<file path="src/rtl/univ_shift_reg_seq.sv">
// Universal N-bit shift register with a step-count sequencer: one start pulse
// runs K shift/rotate/arithmetic steps, or a single-cycle load/clear/hold.
module univ_shift_reg_seq #(
    parameter int N     = 8,
    parameter int CNT_W = 4
) (
    input  logic             clk,
    input  logic             clr,
    input  logic             start,
    input  logic [2:0]       mode,
    input  logic [CNT_W-1:0] cnt,
    input  logic             din_r,
    input  logic             din_l,
    input  logic [N-1:0]     p_load,
    output logic [N-1:0]     q,
    output logic             dout_r,
    output logic             dout_l,
    output logic             busy,
    output logic             done
);

    localparam logic [2:0] M_HOLD = 3'b000;
    localparam logic [2:0] M_SHL  = 3'b001;
    localparam logic [2:0] M_SHR  = 3'b010;
    localparam logic [2:0] M_LOAD = 3'b011;
    localparam logic [2:0] M_ROL  = 3'b100;
    localparam logic [2:0] M_ROR  = 3'b101;
    localparam logic [2:0] M_ASR  = 3'b110;
    localparam logic [2:0] M_CLR  = 3'b111;

    localparam logic [CNT_W-1:0] CNT_ZERO = '0;
    localparam logic [CNT_W-1:0] CNT_ONE  = {{(CNT_W-1){1'b0}}, 1'b1};

    typedef enum logic {
        IDLE = 1'b0,
        RUN  = 1'b1
    } state_t;

    state_t           state_reg, state_next;
    logic [2:0]       mode_reg, mode_next;
    logic [CNT_W-1:0] remaining_reg, remaining_next;
    logic [N-1:0]     q_reg, q_next;
    logic             busy_reg, busy_next;
    logic             done_reg, done_next;

    logic             is_multi_mode;
    logic             accept;
    logic             accept_single;
    logic             accept_multi;
    logic             last_step;
    logic             step_up;
    logic             step_down;
    logic [N-1:0]     step_q;

    // Requests only count while idle; during RUN every input but the serial
    // data is ignored, which is what makes start-while-busy harmless.
    assign is_multi_mode = (mode == M_SHL) || (mode == M_SHR) || (mode == M_ROL) ||
                           (mode == M_ROR) || (mode == M_ASR);
    assign accept        = (state_reg == IDLE) && start;
    assign accept_multi  = accept && is_multi_mode && (cnt != CNT_ZERO);
    assign accept_single = accept && !accept_multi;
    assign last_step     = (state_reg == RUN) && (remaining_reg == CNT_ONE);

    // One-step datapath, driven by the latched mode only.
    assign step_up   = (mode_reg == M_SHL) || (mode_reg == M_ROL);
    assign step_down = (mode_reg == M_SHR) || (mode_reg == M_ROR) || (mode_reg == M_ASR);

    genvar gi;
    generate
        for (gi = 0; gi < N; gi++) begin : g_step
            logic from_below;
            logic from_above;

            if (gi == 0) begin : g_lsb
                assign from_below = (mode_reg == M_ROL) ? q_reg[N-1] : din_r;
            end else begin : g_mid_lo
                assign from_below = q_reg[gi-1];
            end

            if (gi == N - 1) begin : g_msb
                assign from_above = (mode_reg == M_ROR) ? q_reg[0] :
                                    (mode_reg == M_ASR) ? q_reg[N-1] : din_l;
            end else begin : g_mid_hi
                assign from_above = q_reg[gi+1];
            end

            assign step_q[gi] = step_up   ? from_below :
                                step_down ? from_above : q_reg[gi];
        end
    endgenerate

    // State register (also holds the datapath registers)
    always_ff @(posedge clk) begin
        if (clr) begin
            state_reg     <= IDLE;
            mode_reg      <= M_HOLD;
            remaining_reg <= '0;
            q_reg         <= '0;
            busy_reg      <= 1'b0;
            done_reg      <= 1'b0;
        end else begin
            state_reg     <= state_next;
            mode_reg      <= mode_next;
            remaining_reg <= remaining_next;
            q_reg         <= q_next;
            busy_reg      <= busy_next;
            done_reg      <= done_next;
        end
    end

    // Next-state logic
    always_comb begin
        state_next = state_reg;
        case (state_reg)
            IDLE: if (accept_multi) state_next = RUN;
            RUN:  if (last_step)    state_next = IDLE;
            default: state_next = IDLE;
        endcase
    end

    // Registered outputs
    always_comb begin
        busy_next = (state_next == RUN);
        done_next = accept_single || last_step;
    end

    // Datapath next values
    always_comb begin
        q_next         = q_reg;
        mode_next      = mode_reg;
        remaining_next = remaining_reg;
        if (state_reg == RUN) begin
            q_next         = step_q;
            remaining_next = remaining_reg - CNT_ONE;
        end else if (accept_multi) begin
            mode_next      = mode;
            remaining_next = cnt;
        end else if (accept_single) begin
            // Shift-type modes with cnt=0 fall through and leave q alone.
            case (mode)
                M_LOAD:  q_next = p_load;
                M_CLR:   q_next = '0;
                default: q_next = q_reg;
            endcase
        end
    end

    assign q      = q_reg;
    assign dout_r = q_reg[N-1];
    assign dout_l = q_reg[0];
    assign busy   = busy_reg;
    assign done   = done_reg;

endmodule

</file>
<file path="config.mk">
export PLATFORM = sky130hd
export DESIGN_NAME = univ_shift_reg_seq
export DESIGN_NICKNAME = d
export VERILOG_FILES = /design/src/rtl/univ_shift_reg_seq.sv
export SDC_FILE = /design/constraint.sdc
export NUM_CORES = 1
export LEC_CHECK = 0
export BUFFER_PORTS_ARGS = -buffer_cell sky130_fd_sc_hd__clkbuf_2
export CAP_MARGIN = 5
export CORE_MARGIN = 5
export CORE_UTILIZATION = 29
export DETAILED_ROUTE_END_ITERATION = 7
export HOLD_SLACK_MARGIN = 0.12
export PLACE_DENSITY = 0.51
export SETUP_SLACK_MARGIN = 0.5
export SKIP_CTS_REPAIR_TIMING = 1
export SLEW_MARGIN = 20
export SYNTH_ARGS = -nofsm -noshare
export SYNTH_HDL_FRONTEND = slang
export SYNTH_SLANG_ARGS = --single-unit
</file>
<file path="constraint.sdc">
create_clock -name clk -period 1.75 [get_ports clk]
set_clock_uncertainty 0.05 [all_clocks]
set_input_delay 0.4375 -clock clk [delete_from_list [all_inputs] [get_ports clk]]
set_output_delay 0.4375 -clock clk [all_outputs]
set_load 0.02 [all_outputs]
</file>
==> impl_metrics.toml <==
[die]
die_w_um = 69.15
die_y_um = 69.15
ios = 32
rows = 21
core_sq_um = 3363
start_util_pct = 30.17
die_area_sq_um = 4782

[clock_tree]
h-tree-depth = 1
clockRootBuffer = "clkbuf_4"
cts_sinks = 17
clock_tree.buffer_depth = 2
cts_made_buffers = 3
path_clk_slew_ps = 110
tritoncts = "done"
insertion_delay_ps = 300

[worst_setup_path]
endpoint_kind = "flip-flop"
ff2ff_setup_slack_ps = 240
worstPathMaxFanout = 6
critPathRequiredTime_ps = 1910
crit_arrival_ps = 1660
crit_type = "reg2reg"
cp-start-kind = "flip-flop"

[logic_synthesis]
syn_avg_cell_area_sq_um = 8.527
synth_edf_count = 0
netlist-cell-type-count = 42
synth_nets = 141
async_reset_ff_share_pct = 0
ys_ff_latch = 17
synth_area_leader_cell = "dfxtp_1"
synth_top_area_share_pct = 33.54
seq_area_frac_synth_pct = 33.54
syn_area_sq_um = 1015
ys.flop_type = "dfxtp_1"
synthTopCellsByArea = "dfxtp_1, nand2_1, mux2_2"
synthCells = 119
ys_warn_count = 0

[global_route]
antenna_found_initial = 0
grt_pass1_wl_um = 4533
grt_usage_pct = 11.38
grt_max_degree = 19
grt_pass1_vias = 1031
grt_remaining_overflow = 0

[final_layout]
mostFrequentLayoutCells = "nand2_1, clkbuf_2, nor2_1, buf_4, buf_6"
area_delta_synth_final_pct = 54.01
fillerInstances = 346
final_net_count = 181
largest_reg_flops = 8
antenna_cells = 0
drive_above_1_share_pct = 58.23

[min_path]
hold_class = "in2reg"

[route]
ant_nets = 0
drc = 0
viasPerCell = 5.103
vias = 1041
wire_per_inst_um = 14.60
dr.pass1.iters = 4
drt_wl_total_um = 2979
drtIter0Drc = 38

[placed_design]
place_worst_setup_slack_ps = 75.17
io_buffers = 31
gp_congestion = 0.7143
dpl.hpwl_um = 1949

[power_and_ir_drop]
leakagePower_nw = 0.6250
peakVddDrop_v = 0.0002813
p_per_area_nw_per_um2 = 710.7

[status]
status = "finished clean"

[timing]
period_minus_slack_ps = 1505
rsz0062_at_grt = "yes"
final_hold_viol_count = 0
setup-violations-final = 0
setup_ws_ps = 245.0
relSlewSlack_pct = 70.04
finalCritPeriodShare_pct = 86.00
final.setup.tns_ps = 0
worst_pin_slew_ps = 449.3
fmax_ghz = 0.6644
finalMaxSlewViolations = 0

[job]
maxCapViolCount = 0
-- critical path, cell delays in order, from the launching register on --
cell and delay, ps:
dfxtp_4 390, xnor2_4 160, nor2_4 130, buf_6 140
mux2_4 300, a311oi_2 240
-- layer usage --
layer / part of all wire [%] / global-route usage [%] / wire length (um) / up-vias
li1: - / - / - / 511
met1: 44 / 13.17 / 1304 / 506
met2: 52 / 20.34 / 1540 / 22
met3: 3.3 / 1.308 / 99 / 2
met4: 1.2 / 5.857 / 36 / 0
met5: 0 / 0 / 0 / -
-- path summary, 6_finish.rpt --
check	depth (start not counted)	from	to
worst max register to register	5	mode_reg[0]	q[4]
worst min-delay path	3	p_load[7]	q[7]
worst max-delay path	5	mode_reg[0]	q[4]
worst min register to register	2	remaining_reg[1]	remaining_reg[1]
-- synthesized netlist by cell type, types with 2 or more instances --
cell type  number
clkbuf_1        2
mux2_2          6
nand3b_1        2
buf_4           3
buf_2           2
dfxtp_1        17
nor2_1         15
nand3_1         2
a211oi_1        2
a311oi_1        6
a31oi_1         2
mux2i_1         3
nand2_1        19
buf_6           2
a21oi_1         5
inv_1           3
o311ai_0        2
ha_1            2
-- cells by family (layout without fill, tap and decap cells) --
family	count (synthesis)	in the layout	share of synthesized area [%]
flops	17	17	33.54
fa+ha+maj	2	2	2.466
simple gates	50	51	24.05
compound gates	26	27	20.96
mux	9	9	9.617
xor+xnor	2	2	1.727
buf+inv	13	50	7.644
-- final cells by class --
| cell class | count | area [sq um] | share of cell area, % |
|---|---|---|---|
| repair buffers | 43 | 310.3 | 19.86 |
| inverters | 3 | 11.26 | 0.7206 |
| flip-flops and latches | 17 | 366.6 | 23.46 |
| well taps | 46 | 57.56 | 3.683 |
| multi-input cells | 91 | 789.5 | 50.52 |
| clock inverters | 1 | 5.005 | 0.3203 |
| clock buffers | 3 | 22.52 | 1.441 |
-- power breakdown --
| group | leakage, nW | switching, mW | internal (mW) | total [mW] |
|---|---|---|---|---|
| clock | 0.0177 | 0.138 | 0.0851 | 0.223 |
| sequential | 0.146 | 0.0505 | 0.429 | 0.479 |
| combinational | 0.461 | 0.202 | 0.207 | 0.409 |
-- stage by stage --
stage / hold WS [ps] / utilization (%) / std cells / power [mW] / area, sq um
global placement: 444.4 / 36.16 / 189 / 0.7563 / 1216
global route: 330.9 / 46.47 / 204 / 1.175 / 1563
CTS: 321.7 / 36.98 / 193 / 0.9830 / 1244
finish: 326.1 / 46.47 / 204 / 1.111 / 1563
floorplan: 417.1 / - / 119 / 0.6879 / 1061
detailed placement: 448.9 / 36.16 / 189 / 0.7626 / 1216
No activity file was read; power rests on OpenSTA's default activity.
